$ cat config.mk
export PLATFORM = sky130hd
export DESIGN_NAME = serial_adder
export DESIGN_NICKNAME = d
export VERILOG_FILES = /design/src/rtl/serial_adder_pkg.sv /design/src/rtl/serial_adder_fa.sv /design/src/rtl/serial_adder.sv
export SDC_FILE = /design/constraint.sdc
export NUM_CORES = 1
export LEC_CHECK = 0
export CAP_MARGIN = 20
export CELL_PAD_IN_SITES_DETAIL_PLACEMENT = 2
export CELL_PAD_IN_SITES_GLOBAL_PLACEMENT = 2
export CORE_ASPECT_RATIO = 2
export CORE_MARGIN = 2
export CORE_UTILIZATION = 35
export CTS_CLUSTER_SIZE = 14
export DETAILED_ROUTE_END_ITERATION = 10
export GPL_ROUTABILITY_DRIVEN = 0
export GPL_TIMING_DRIVEN = 0
export PLACE_DENSITY_LB_ADDON = 0.1
export SLEW_MARGIN = 20
export SYNTH_ARGS = -nofsm -noshare
export SYNTH_HDL_FRONTEND = slang
export SYNTH_SLANG_ARGS = --single-unit
export TNS_END_PERCENT = 100
$ cat constraint.sdc
create_clock -name clk -period 2 [get_ports clk]
set_input_delay 0.4 -clock clk [delete_from_list [all_inputs] [get_ports clk]]
set_output_delay 0.4 -clock clk [all_outputs]
set_load 0.03 [all_outputs]
$ cat src/rtl/serial_adder_pkg.sv
// Shared constants for the bit-serial adder: state encoding and default width.
package serial_adder_pkg;

  localparam int DEF_WIDTH = 8;

  typedef enum logic [1:0] {
    IDLE  = 2'b00,
    SHIFT = 2'b01,
    DONE  = 2'b10
  } state_t;

endpackage

$ cat src/rtl/serial_adder_fa.sv
// One-bit full-adder cell; purely combinational datapath of the serial adder.
module serial_adder_fa (
  input  logic a,
  input  logic b,
  input  logic cin,
  output logic sout,
  output logic cout
);

  assign sout = a ^ b ^ cin;
  assign cout = (a & b) | (cin & (a ^ b));

endmodule

$ cat src/rtl/serial_adder.sv
// Bit-serial adder: one full-adder cell, one bit per clock, LSB first.
// The result registers are loaded on the edge that enters DONE. This makes
// sum/cout change in the same cycle that done is high.
module serial_adder
  import serial_adder_pkg::*;
#(
  parameter int WIDTH = DEF_WIDTH
) (
  input  logic             clk,
  input  logic             rst_n,
  input  logic             start,
  input  logic [WIDTH-1:0] a,
  input  logic [WIDTH-1:0] b,
  input  logic             cin,
  output logic             busy,
  output logic             done,
  output logic [WIDTH-1:0] sum,
  output logic             cout
);

  localparam int CW = (WIDTH > 1) ? $clog2(WIDTH) : 1;

  state_t           state, state_nx;
  logic [WIDTH-1:0] a_sr, b_sr;
  logic [WIDTH-2:0] sum_sr;   // upper bits of the partial result; the LSB falls out
  logic [WIDTH-1:0] sum_nx;
  logic             carry;
  logic [CW-1:0]    cnt;
  logic             last;
  logic             fa_sout, fa_cout;

  serial_adder_fa u_fa (
    .a    (a_sr[0]),
    .b    (b_sr[0]),
    .cin  (carry),
    .sout (fa_sout),
    .cout (fa_cout)
  );

  assign last   = (cnt == CW'(WIDTH - 1));
  assign sum_nx = {fa_sout, sum_sr};
  assign busy   = (state != IDLE);
  assign done   = (state == DONE);

  // State register
  always_ff @(posedge clk or negedge rst_n) begin
    if (!rst_n) state <= IDLE;
    else        state <= state_nx;
  end

  // Next-state logic; start only matters in IDLE
  always_comb begin
    state_nx = state;
    case (state)
      IDLE:    if (start) state_nx = SHIFT;
      SHIFT:   if (last)  state_nx = DONE;
      DONE:    state_nx = IDLE;
      default: state_nx = IDLE;
    endcase
  end

  // Operand capture, serial shift, carry, counter and result registers
  always_ff @(posedge clk or negedge rst_n) begin
    if (!rst_n) begin
      a_sr   <= '0;
      b_sr   <= '0;
      sum_sr <= '0;
      carry  <= 1'b0;
      cnt    <= '0;
      sum    <= '0;
      cout   <= 1'b0;
    end else begin
      case (state)
        IDLE: begin
          if (start) begin
            a_sr  <= a;
            b_sr  <= b;
            carry <= cin;
            cnt   <= '0;
          end
        end
        SHIFT: begin
          a_sr   <= a_sr >> 1;
          b_sr   <= b_sr >> 1;
          sum_sr <= sum_nx[WIDTH-1:1];
          carry  <= fa_cout;
          // Saturate rather than wrap; the count is reloaded on the next start
          if (!last) cnt <= cnt + 1'b1;
          if (last) begin
            sum  <= sum_nx;
            cout <= fa_cout;
          end
        end
        default: ;
      endcase
    end
  end

endmodule

==> summary.txt <==
Outcome
  – Outcome: complete, no violations

Routing
  – Post-detailed-route wirelength per cell: 19.69 um
  – Detailed-router iteration count before antenna repair: 4
  – DR vias: 1335
  – Remaining antenna violation count after routing: 0
  – Final wirelength: 4707 um
  – Detailed-route vias per instance: 5.586
  – DRC marker count from the first detailed-route iteration: 8
  – DRC violation count after routing: 0

Final layout
  – Number of standard cells in the layout, taps in and fillers out: 239
  – Ant diodes: 0
  – Finished Core Util: 0.4735
  – Layout-stage area growth over the synthesis result: 29.57%
  – Final cell area excluding filler cells: 0.002325 mm2
  – Net count of the finished layout: 204
  – Fraction of final layout cells sized beyond drive strength 1: 0.2088

Floorplanning
  – Core ar.: 0.004910 mm2
  – Initial core utilization: 0.3654
  – Die Height: 105.3 um
  – Std cell rows: 36
  – Area of the die: 0.005750 mm2
  – I/O pin count: 31
  – Die width: 54.63 um

Global routing
  – Overall overflow remaining after global route: 0
  – Number of antenna violations at the first check in global routing: 0
  – Maximum number of pins on one net before global-route repair: 31
  – Global Route met1 Usage: 0.2120
  – Fraction of met2 tracks used by global routing: 0.3308
  – Global-route wire length before repair: 8004 um
  – Most utilized layer in the global route result: met2
  – Total global-route track usage: 0.1886
  – Met3 GRT Util: 0.03399
  – Number of global-route vias before repair: 1553

Yosys
  – Proportion of synthesized area in mux cells: 0.1004
  – Syn Inst Count: 144
  – Post-Syn Nets: 167
  – Dominant combinational cell family by area after synthesis: simple AND/OR/NAND/NOR gates
  – Synth Area in Simple Gates: 0.1722
  – Post-synthesis instance area: 0.001794 mm2
  – Syn Area/Cell: 12.46 um2
  – Sequential share of the synthesized area: 0.5300
  – YS warnings: 0
  – Post-synthesis share of cell area spent on xor and xnor gates: 0
  – Area fraction in compound gates after synthesis: 0.1144
  – Synthesized-area fraction occupied by adder cells: 0.02510
  – Distinct cell type count after synthesis: 26
  – Number of storage elements in the synthesis netlist: 38

STA
  – Period utilisation layout: 0.9248
  – Total of endpoints with negative setup slack in the final report: 0
  – Setup repair after global routing missed its margin: false
  – Number of hold violations in the final report: 0
  – Setup TNS: 0 ns
  – Tmin final: 1.850 ns
  – Transition time at the pin with the least slew margin: 0.6522 ns
  – Highest Clock Rate: 0.5406 GHz
  – Final setup skew: 0.005710 ns
  – Tightest slew margin relative to the limit: 0.5643
  – Smallest setup slack after layout: 0.1503 ns
  – WHS: 0.4842 ns
  – Final number of max-transition violations: 0

Critical path
  – Startpoint-to-endpoint class of the critical path: flip-flop to output pin
  – Data required time of the worst path: 1.60 ns
  – Type of element capturing the critical path: output pin
  – Critical-path top delay cell: sky130_fd_sc_hd__dfrtp_2
  – Max stage delay on crit path: 0.45 ns
  – CP Cell Sequence: buf_4, or2_2, buf_2
  – Endpoint arrival time on the critical path: 1.45 ns
  – Type of element launching the critical path: flip-flop
  – CP Max Fanout: 19

Placement
  – Placed cell count: 232
  – Number of port buffers: 30
  – Post-DP Area: 0.002181 mm2
  – Post-DP HPWL: 3540 um
  – Pre-CTS setup slack: -0.1935 ns

CTS
  – CTS Root Cell: sky130_fd_sc_hd__clkbuf_8
  – Maximum count of clock buffers along a single path: 2
  – Insertion delay of the later-clocked pin in the worst-skew pair: 0.29 ns
  – CTS HTree Levels: 2
  – Clock tree from TritonCTS: built
  – Post CTS Setup Buffer Count: 0
  – Number of buffers created by CTS: 5
  – Clock sinks: 38
  – Clock transition at the register clock pins on the worst setup and hold paths after CTS: 0.08 ns

Power
  – Internal Power: 2.383 mW
  – Pwr per Cell Area: 1576 mW/mm2
  – Sequential power share: 0.374
  – Peak supply drop: 0.7093 mV
  – Reported net switching power: 1.282 mW
  – Part of the total power dissipated in the clock network: 0.224
  – Total Power: 3.665 mW
  – Sw Ratio: 0.3498
  – Leakage power: 0.9925 nW
  – Proportion of power drawn by combinational gates: 0.403

Job
  – Number of violations of the max-capacitance limit: 0

Worst hold path
  – Kind of path behind the tightest hold check: input port to asynchronous set/reset pin
## cell usage after synthesis
master,n,area share
sky130_fd_sc_hd__or4b_1,7,0.039
sky130_fd_sc_hd__nor3b_1,10,0.042
sky130_fd_sc_hd__nand3_1,3,0.0084
sky130_fd_sc_hd__nand2b_1,4,0.014
sky130_fd_sc_hd__ha_1,2,0.014
sky130_fd_sc_hd__a21oi_1,1,0.0028
sky130_fd_sc_hd__buf_2,8,0.022
sky130_fd_sc_hd__o221ai_1,3,0.015
sky130_fd_sc_hd__nand2_1,2,0.0042
sky130_fd_sc_hd__clkbuf_1,3,0.0063
sky130_fd_sc_hd__inv_1,12,0.025
sky130_fd_sc_hd__buf_4,1,0.0042
sky130_fd_sc_hd__o21bai_1,1,0.0042
sky130_fd_sc_hd__mux2_1,9,0.056
sky130_fd_sc_hd__o221a_2,7,0.044
sky130_fd_sc_hd__fa_1,1,0.011
sky130_fd_sc_hd__a211o_1,2,0.0098
sky130_fd_sc_hd__nand3b_1,1,0.0042
sky130_fd_sc_hd__nor4b_1,8,0.039
sky130_fd_sc_hd__or2_2,2,0.0070
sky130_fd_sc_hd__dfrtp_1,38,0.53
sky130_fd_sc_hd__mux2_2,7,0.044
sky130_fd_sc_hd__nor4bb_1,2,0.011
sky130_fd_sc_hd__a211oi_1,8,0.033
sky130_fd_sc_hd__nor2b_1,1,0.0035
sky130_fd_sc_hd__o21ba_2,1,0.0056
## layout make-up
cell class / count / area (um2)
clock inverters: 2 / 60.06
plain buffers: 10 / 52.55
inverters: 12 / 45.04
repair buffers: 32 / 321.6
fillers: 508 / 2585
clock buffers: 6 / 82.58
multi-input cells: 82 / 739.5
flip-flops and latches: 38 / 952.2
well taps: 57 / 71.32
## routing by layer
metal | routed length (um) | up-vias
li1 | - | 608
met1 | 1712 | 686
met2 | 2716 | 32
met3 | 180 | 9
met4 | 97 | 0
met5 | 0 | -
## cells by family (layout without fill, tap and decap cells)
logic type                 Yosys count  in the layout
muxes                               16             16
buffers and inverters               24             62
AOI/OAI and AO/OA                   23             23
adders and majority gates            3              3
DFF                                 38             38
and+or+nand+nor                     40             40
## power by group through the flow
stage | combinational (mW) | sequential, mW | clock (mW)
2_1_floorplan | 0.850 | 1.48 | 0
3_3_place_gp | 1.41 | 1.36 | 0
3_5_place_dp | 1.51 | 1.39 | 0
4_1_cts | 1.51 | 1.38 | 0.833
5_1_grt | 1.64 | 1.43 | 0.866
6_report | 1.48 | 1.37 | 0.820
## path summary, 6_finish.rpt
check,from,slack [ns],end,cells past startpoint
worst max register to register,cnt[0],0.25,sum[0],5
worst max-delay path,state[1],0.15,busy,3
worst min register to register,sum[3],0.50,sum[3],1
worst min-delay path,rst_n,0.48,sum[1],2
min in group clk,sum[3],0.50,sum[3],1
max in group asynchronous,rst_n,1.07,a_sr[1],3
## state kept, by name, indices dropped and copies added (netlist names)
name and cells:
state 2, sum 8, a_sr 8, b_sr 8
carry 1, cout 1, sum_sr 7, cnt 3
## repair_timing
action	CTS	global route
gates resized for setup	9	2
endpoints found under the setup margin	2	2
cloned	0	0
hold endpoints to repair	8	0
hold buffers	1	0
## layout by cell type (no fill, tap or decap), types with 6 or more instances in the layout
cell type,instances
sky130_fd_sc_hd__a211oi_1,8
sky130_fd_sc_hd__buf_2,8
sky130_fd_sc_hd__clkbuf_8,6
sky130_fd_sc_hd__clkdlybuf4s50_1,27
sky130_fd_sc_hd__dfrtp_1,37
sky130_fd_sc_hd__inv_1,12
sky130_fd_sc_hd__mux2_1,9
sky130_fd_sc_hd__mux2_2,7
sky130_fd_sc_hd__nor3b_1,10
sky130_fd_sc_hd__nor4b_1,8
sky130_fd_sc_hd__o221a_2,7
sky130_fd_sc_hd__or4b_1,7
## worst max-delay path: cells and delay by family, from the launching register on
family,cells,cell delay [ns]
buffers and inverters,2,0.39
flip-flops,1,0.45
AND/OR/NAND/NOR,1,0.31
Note: power is estimated with default switching activity, not from simulation.
